**config.mk**
```make
export PLATFORM = sky130hd
export DESIGN_NAME = concat_rr_packer
export DESIGN_NICKNAME = d
export VERILOG_FILES = /design/src/rtl/concat_rr_packer.sv
export SDC_FILE = /design/constraint.sdc
export NUM_CORES = 1
export LEC_CHECK = 0
export CORE_AREA = 2 2 56 97
export DETAILED_ROUTE_END_ITERATION = 16
export DIE_AREA = 0 0 58 99
export HOLD_SLACK_MARGIN = 0.15
export PLACE_DENSITY_LB_ADDON = 0.2
export SYNTH_ARGS = -nofsm -noshare
export SYNTH_HDL_FRONTEND = slang
export SYNTH_SLANG_ARGS = --single-unit
```
**constraint.sdc**
```tcl
create_clock -name clock -period 4.7 [get_ports clock]
set_clock_uncertainty 0.15 [all_clocks]
set_input_delay 0.94 -clock clock [delete_from_list [all_inputs] [get_ports clock]]
set_output_delay 0.94 -clock clock [all_outputs]
set_load 0.005 [all_outputs]
```
**src/rtl/concat_rr_packer.sv**
```systemverilog
// concat_rr_packer: two-requester round-robin arbiter that prefixes an 8-bit
// header {marker, src, parity, seq} onto a 24-bit payload.
// The result is held in a single registered valid/ready output stage.
module concat_rr_packer #(
    parameter int BITS  = 32,
    parameter int SEQ_W = 5
) (
    input  logic            clock,
    input  logic            reset_n,
    input  logic            a_valid,
    input  logic [BITS-9:0] a,
    output logic            a_ready,
    input  logic            b_valid,
    input  logic [BITS-9:0] b,
    output logic            b_ready,
    output logic            out_valid,
    input  logic            out_ready,
    output logic [BITS-1:0] out,
    output logic            last_src
);

    localparam int PW = BITS - 8;

    typedef enum logic {
        EMPTY = 1'b0,
        FULL  = 1'b1
    } state_t;

    state_t              state_q, state_d;
    logic [BITS-1:0]     out_q, out_d;
    logic                last_src_q, last_src_d;

    logic                accept;
    logic                grant_a;
    logic                grant_b;
    logic [1:0]          grant_vec;
    logic [PW-1:0]       payload_sel;
    logic [SEQ_W-1:0]    seq_sel;
    logic [2*SEQ_W-1:0]  seq_cur;

    // Arbitration and readies: a tie goes to the source that did not win last time.
    // Nothing is granted while reset is asserted.
    always_comb begin
        accept  = (state_q == EMPTY) || out_ready;
        grant_a = reset_n && accept && a_valid && (!b_valid || last_src_q);
        grant_b = reset_n && accept && b_valid && (!a_valid || !last_src_q);
        a_ready = grant_a;
        b_ready = grant_b;
    end

    assign grant_vec = {grant_b, grant_a};

    // One sequence counter per source; only the granted source advances.
    // The counter wraps naturally at 2**SEQ_W.
    generate
        for (genvar gi = 0; gi < 2; gi++) begin : g_seq
            logic [SEQ_W-1:0] seq_q, seq_d;

            // Advance this source's counter when it is granted.
            always_comb begin
                seq_d = seq_q;
                if (grant_vec[gi]) begin
                    seq_d = seq_q + 1'b1;
                end
            end

            // Counter register, cleared on reset.
            always_ff @(posedge clock) begin
                if (!reset_n) begin
                    seq_q <= '0;
                end else begin
                    seq_q <= seq_d;
                end
            end

            assign seq_cur[gi*SEQ_W +: SEQ_W] = seq_q;
        end
    endgenerate

    // Select the payload and the pre-increment sequence value of the granted source.
    always_comb begin
        payload_sel = a;
        seq_sel     = seq_cur[0 +: SEQ_W];
        if (grant_b) begin
            payload_sel = b;
            seq_sel     = seq_cur[SEQ_W +: SEQ_W];
        end
    end

    // Next-state logic: a grant loads a new word, even while the old word drains.
    // A drain without a grant empties the stage, and backpressure holds everything.
    always_comb begin
        state_d    = state_q;
        out_d      = out_q;
        last_src_d = last_src_q;
        if (grant_a || grant_b) begin
            out_d      = {1'b1, grant_b, ^payload_sel, seq_sel, payload_sel};
            last_src_d = grant_b;
            state_d    = FULL;
        end else if (state_q == FULL && out_ready) begin
            state_d = EMPTY;
        end
    end

    // State, output word and last-grant registers.
    // last_src resets to B so that A wins the first tie.
    always_ff @(posedge clock) begin
        if (!reset_n) begin
            state_q    <= EMPTY;
            out_q      <= '0;
            last_src_q <= 1'b1;
        end else begin
            state_q    <= state_d;
            out_q      <= out_d;
            last_src_q <= last_src_d;
        end
    end

    assign out_valid = (state_q == FULL);
    assign out       = out_q;
    assign last_src  = last_src_q;

endmodule

```
==> run_results.csv, run 1 <==
group,metric,value,unit
run_status,status,"finished clean",
timing,rsz0062_at_grt,"no",
finish,utilization,65.3,%
die,initial_core_util,45.5,%
grt,grt_max_degree,59,
route,wl_per_cell,14.3,um
finish,fillerInstances,438,
route,routed_via_density,5.31,
timing,finalHoldViolCount,0,
timing,layout_worst_path_cycle_share,75.0,%
cts,hold_buffers,0,
cts,cts_root_buf,"clkbuf_8",
timing,worstMarginPinSlew,0.796,ns
logic_synthesis,avgSynthCellArea,8.26,um^2
hold_path,min-delay-path-class,"reg -> reg",
placement,dp_hpwl,4.30,mm
cts,clk_latency,0.29,ns
die,core-area,4930,um^2
timing,final-max-slew-violation-count,0,
timing,setup_viol,0,
finish,area_delta_synth_final,43.4,%
route,num_vias,2167,
cts,cts_buffer_depth,2,
logic_synthesis,ys_warn_count,0,
critical_path,critPathArrivalTime,2.43,ns
critical_path,cp_slowest_stage_delay,0.62,ns
critical_path,crit_required,3.61,ns
die,io_pins,89,
run,cap_violations,0,
logic_synthesis,synth_top_area_share,39.2,%
power_and_ir_drop,irDropWorstVdd,0.000225,V
logic_synthesis,yosysMostFrequentCell,"nand2_1",
grt,grt_pass1_wl,9.77,mm
route,drc_errors,0,
cts,htree_levels,2,
power_and_ir_drop,p_comb_share,29.8,%
route,routed_wl,5.84,mm
logic_synthesis,synth.distinct_cells,26,
finish,n_antenna_cell,0,
logic_synthesis,ys_seq_area_share,39.2,%
timing,maxSlewHeadroom,46.9,%
power_and_ir_drop,p_leak,1.17,nW
placement,portBuffers,88,
critical_path,path_class,"in -> out",
grt,met3_usage,3.28,%
critical_path,worst-path-buf-inv,3,
grt,grtUsageMet1,23.2,%
critical_path,cp_slowest_cell,"clkdlybuf4s50_1",
cts,clk_pin_slew_worst_paths,0.08,ns
logic_synthesis,synth_area,2250,um^2
critical_path,path_common_cell,"clkdlybuf4s50_1",
grt,grt_pass1_vias,2174,
critical_path,start_kind,"input pin",
placement,finalWeightedCongestion,0.800,
die,fp.dieArea,5740,um^2
grt,grt_overflow_total,0,
grt,antenna_found_initial,0,
logic_synthesis,postSynthCellCount,272,
logic_synthesis,synth_top_cell_by_area,"dfxtp_1",
power_and_ir_drop,clockPowerShare,26.2,%
logic_synthesis,async_flop_share,0,%
grt,met2_usage,39.4,%
power_and_ir_drop,sw_frac_of_total,27.4,%
power_and_ir_drop,sequentialPowerShare,44.0,%
grt,grtUsageTotal,21.4,%
finish,nets,408,
route,drt-pass1-iter-count,4,
timing,fin_crit,3.52,ns
route,drtAntennaViolNets,0,
die,die_x,58,um
finish,drive_above_1_share,4.24,%
die,fp.dieH,99,um
cts,post_cts_buffers,0,
logic_synthesis,synth_edf_count,0,
timing,fmax,0.284,GHz
finish,final_cell_area,3220,um^2
placement,placed_area,3130,um^2
placement,post-place-cells,400,
power_and_ir_drop,p_sw,258,uW
critical_path,end_kind,"primary output",
critical_path,path_max_fanout,8,
logic_synthesis,ys_ff_latch,44,
cts,cts_tree,"built",
logic_synthesis,synth_nets,327,
power_and_ir_drop,power_per_cell_area,292,nW/um^2
cts,clock_sinks,44,
logic_synthesis,synth_common_cells,"nand2_1 (65), dfxtp_1 (44), xnor2_1 (40)",
cts,cts_buffers,5,
cts,postCtsResizedCells,0,
logic_synthesis,netlist_top_cells_area,"dfxtp_1 (39%), xnor2_1 (16%), nand2_1 (11%)",
die,num_rows,34,
critical_path,critPathTopFamily,"buffers and inverters",
logic_synthesis,synth-main-ff-cell,"dfxtp_1",
finish,layoutNonFillerInstCount,408,
grt,gr-max-usage-layer,"met2",
power_and_ir_drop,internal_power,684,uW
critical_path,path_cells,"clkdlybuf4s50_1, nand2_1, or2_1, inv_2, clkdlybuf4s50_1",
timing,tns,0,ns
route,drtIter0Drc,75,
## cell families (layout without fill, tap and decap cells)
family | count (synthesis) | after routing | synth area share [%]
compound gates | 37 | 37 | 13.1
xor+xnor | 53 | 53 | 21.6
fa+ha+maj | 2 | 2 | 1.11
buf+inv | 22 | 104 | 4.96
flops | 44 | 44 | 39.2
simple gates | 114 | 114 | 20.0
## cells in the final DEF (no fill, tap or decap), drive strengths merged
cell / count
a22oi: 3
nand2: 65
clkdlybuf4s50: 88
o21ai: 3
nand2b: 1
a311oi: 26
ha: 2
a21oi: 3
clkbuf: 6
o22ai: 1
xor2: 11
nor2: 38
xnor3: 1
buf: 4
inv: 4
o211ai: 1
clkinv: 2
nand3: 3
nor3: 1
nand4: 5
xnor2: 41
or2: 1
dfxtp: 44
## power groups by stage
stage          clock (mW)  sequential (mW)  combinational, mW
2_1_floorplan           0            0.423              0.156
3_3_place_gp            0            0.423              0.278
3_5_place_dp            0            0.423              0.283
4_1_cts             0.252            0.415              0.284
5_1_grt             0.262            0.418              0.307
6_report            0.247            0.414              0.280
## per-stage QoR
stage	worst slack, ns	hold WS (ns)	power (mW)
floorplan	2.01	0.302	0.579
global placement	1.17	0.293	0.701
detailed placement	1.18	0.305	0.706
CTS	1.17	0.317	0.950
global route	1.08	0.341	0.987
finish	1.18	0.312	0.941
## registers in the layout, indices dropped and copies added, names as in the netlist
| name | cells |
|---|---|
| g_seq.seq_q | 10 |
| last_src | 1 |
| out | 32 |
| out_valid | 1 |
## routing by layer
layer / vias up / wire (um)
met5: - / 0
met4: 0 / 165
met3: 14 / 215
met2: 63 / 3300
met1: 1017 / 2160
li1: 1073 / -
## final cells by class
class / instances / area (um^2) / area share [%]
tap: 54 / 67.6 / 2.10
clock inverter: 2 / 10.0 / 0.311
inverter: 4 / 15.0 / 0.466
multi-input combinational: 206 / 1250 / 39.0
timing repair buffer: 92 / 911 / 28.3
clock buffer: 6 / 82.6 / 2.56
sequential: 44 / 881 / 27.3
## final timing paths
| kind | startpoint | to | slack, ns | cells past startpoint |
|---|---|---|---|---|
| hold / removal | out[26] | out[26] | 0.31 | 2 |
| setup / recovery | reset_n | a_ready | 1.18 | 5 |
| hold reg to reg | out[26] | out[26] | 0.31 | 2 |
| setup reg to reg | out_valid | g_seq[0].seq_q[4] | 2.85 | 8 |
## tightest hold or removal path, cell delays in order (launching register included)
cell and delay [ns]:
dfxtp_1 0.32, nand2_1 0.05, a21oi_1 0.05
No activity file was read; power rests on OpenSTA's default activity.
==> run 2, diff against run 1 <==
--- a/config.mk
+++ b/config.mk
@@ -5,9 +5,9 @@
 export SDC_FILE = /design/constraint.sdc
 export NUM_CORES = 1
 export LEC_CHECK = 0
-export CORE_AREA = 2 2 56 97
+export CORE_AREA = 2 2 61 106
 export DETAILED_ROUTE_END_ITERATION = 16
-export DIE_AREA = 0 0 58 99
+export DIE_AREA = 0 0 63 108
 export HOLD_SLACK_MARGIN = 0.15
 export PLACE_DENSITY_LB_ADDON = 0.2
 export SYNTH_ARGS = -nofsm -noshare
==> constraint.sdc (replaced) <==
create_clock -name clock -period 2.9 [get_ports clock]
set_clock_uncertainty 0.15 [all_clocks]
set_input_delay 0.58 -clock clock [delete_from_list [all_inputs] [get_ports clock]]
set_output_delay 0.58 -clock clock [all_outputs]
set_load 0.005 [all_outputs]
==> run_results.csv, run 2 (synthesized netlist as in run 1, its figures left out) <==
group,metric,value,unit
finish,n_antenna_cell,0,
critical_path,path_class,"in -> out",
route,num_vias,2124,
critical_path,start_kind,"input pin",
cts,clk_latency,0.29,ns
die,core-area,5880,um^2
placement,portBuffers,88,
grt,grt_pass1_vias,2125,
die,fp.dieH,108,um
route,drtAntennaViolNets,0,
run_status,status,"finished clean",
critical_path,critPathArrivalTime,2.06,ns
die,fp.dieArea,6800,um^2
timing,setup_viol,0,
timing,fin_ws,0.110,ns
die,initial_core_util,38.2,%
finish,layout_common_cells,"clkdlybuf4s50_1 (88), nand2_1 (65), dfxtp_1 (44), xnor2_1 (40), nor2_1 (38)",
critical_path,crit_required,2.17,ns
grt,antenna_found_initial,0,
placement,dp_hpwl,4.29,mm
timing,fin_hold_ws,0.311,ns
die,die_x,63,um
cts,cts_buffers,5,
placement,dp_slack,0.0891,ns
timing,worstMarginPinSlew,0.562,ns
grt,grtUsageTotal,18.0,%
route,drt-pass1-iter-count,4,
finish,area_delta_synth_final,47.0,%
critical_path,path_max_fanout,3,
cts,cts_tree,"built",
timing,final-max-slew-violation-count,0,
power_and_ir_drop,irDropWorstVdd,0.000258,V
cts,htree_levels,2,
finish,layoutNonFillerInstCount,435,
timing,tns,0,ns
route,routed_via_density,4.88,
cts,clk_pin_slew_worst_paths,0.09,ns
timing,rsz0062_at_grt,"no",
grt,grt_pass1_wl,9.74,mm
finish,largest_reg_flops,32,
timing,layout_worst_path_cycle_share,96.2,%
grt,grt_overflow_total,0,
timing,maxSlewHeadroom,62.5,%
cts,clock_sinks,44,
route,drtIter0Drc,72,
hold_path,min-delay-path-class,"reg -> reg",
critical_path,end_kind,"primary output",
grt,grt_max_degree,59,
finish,drive_above_1_share,5.32,%
placement,post-place-cells,427,
run,cap_violations,0,
route,routed_wl,5.89,mm
finish,nets,411,
timing,fmax,0.358,GHz
cts,hold_buffers,0,
cts,cts_root_buf,"clkbuf_8",
placement,finalWeightedCongestion,0.778,
timing,finalHoldViolCount,0,
route,drc_errors,0,
route,wl_per_cell,13.5,um
timing,fin_crit,2.79,ns
cts,cts_buffer_depth,2,
die,io_pins,89,
die,num_rows,37,
power_and_ir_drop,p_leak,1.20,nW
finish,layout_commonest_cell,"clkdlybuf4s50_1",
power_and_ir_drop,power_per_cell_area,487,nW/um^2
run 2: timing repair:
item,4_1_cts,5_1_grt
endpoints found under the setup margin,0,1
setup buffers,0,0
gates resized for setup,0,1
run 2: worst max-delay path, stage by stage:
cell             delay (ns)
clkdlybuf4s50_1        0.46
nand2b_4               0.13
nand2_1                0.05
or2_1                  0.26
inv_2                  0.09
clkdlybuf4s50_1        0.51
run 2: per-stage QoR:
stage	util [%]	instance area, um^2	power [mW]
finish	56.2	3300	1.61
global route	56.2	3300	1.71
CTS	56.1	3300	1.63
detailed placement	54.1	3180	1.14
global placement	54.1	3180	1.14
floorplan	-	2250	0.939
run 2: final timing paths:
kind	startpoint	to	slack, ns	cells past startpoint
worst min register to register	out[30]	out[30]	0.31	2
worst max-delay path	out_ready	a_ready	0.11	6
worst min-delay path	out[30]	out[30]	0.31	2
worst max register to register	out_valid	out[25]	1.07	8
run 2: metal layers:
metal  track usage, %  share of wire (%)
met5                0                  0
met4             6.03                1.4
met3             2.91                3.7
met2             34.3                 55
met1             19.8                 40
run 2: layout make-up:
type                            instances  area [um^2]
Clock buffer                            5         68.8
Clock inverter                          3         46.3
Fill cell                             576         2570
Inverter                                4         15.0
Multi-Input combinational cell        206         1260
Sequential cell                        44          881
Tap cell                               78         97.6
Timing Repair Buffer                   95          933
run 2: report_power, final:
part / switching [mW] / internal (mW)
combinational: 0.181 / 0.275
clock: 0.225 / 0.260
sequential: 0.0246 / 0.646
total: 0.430 / 1.18
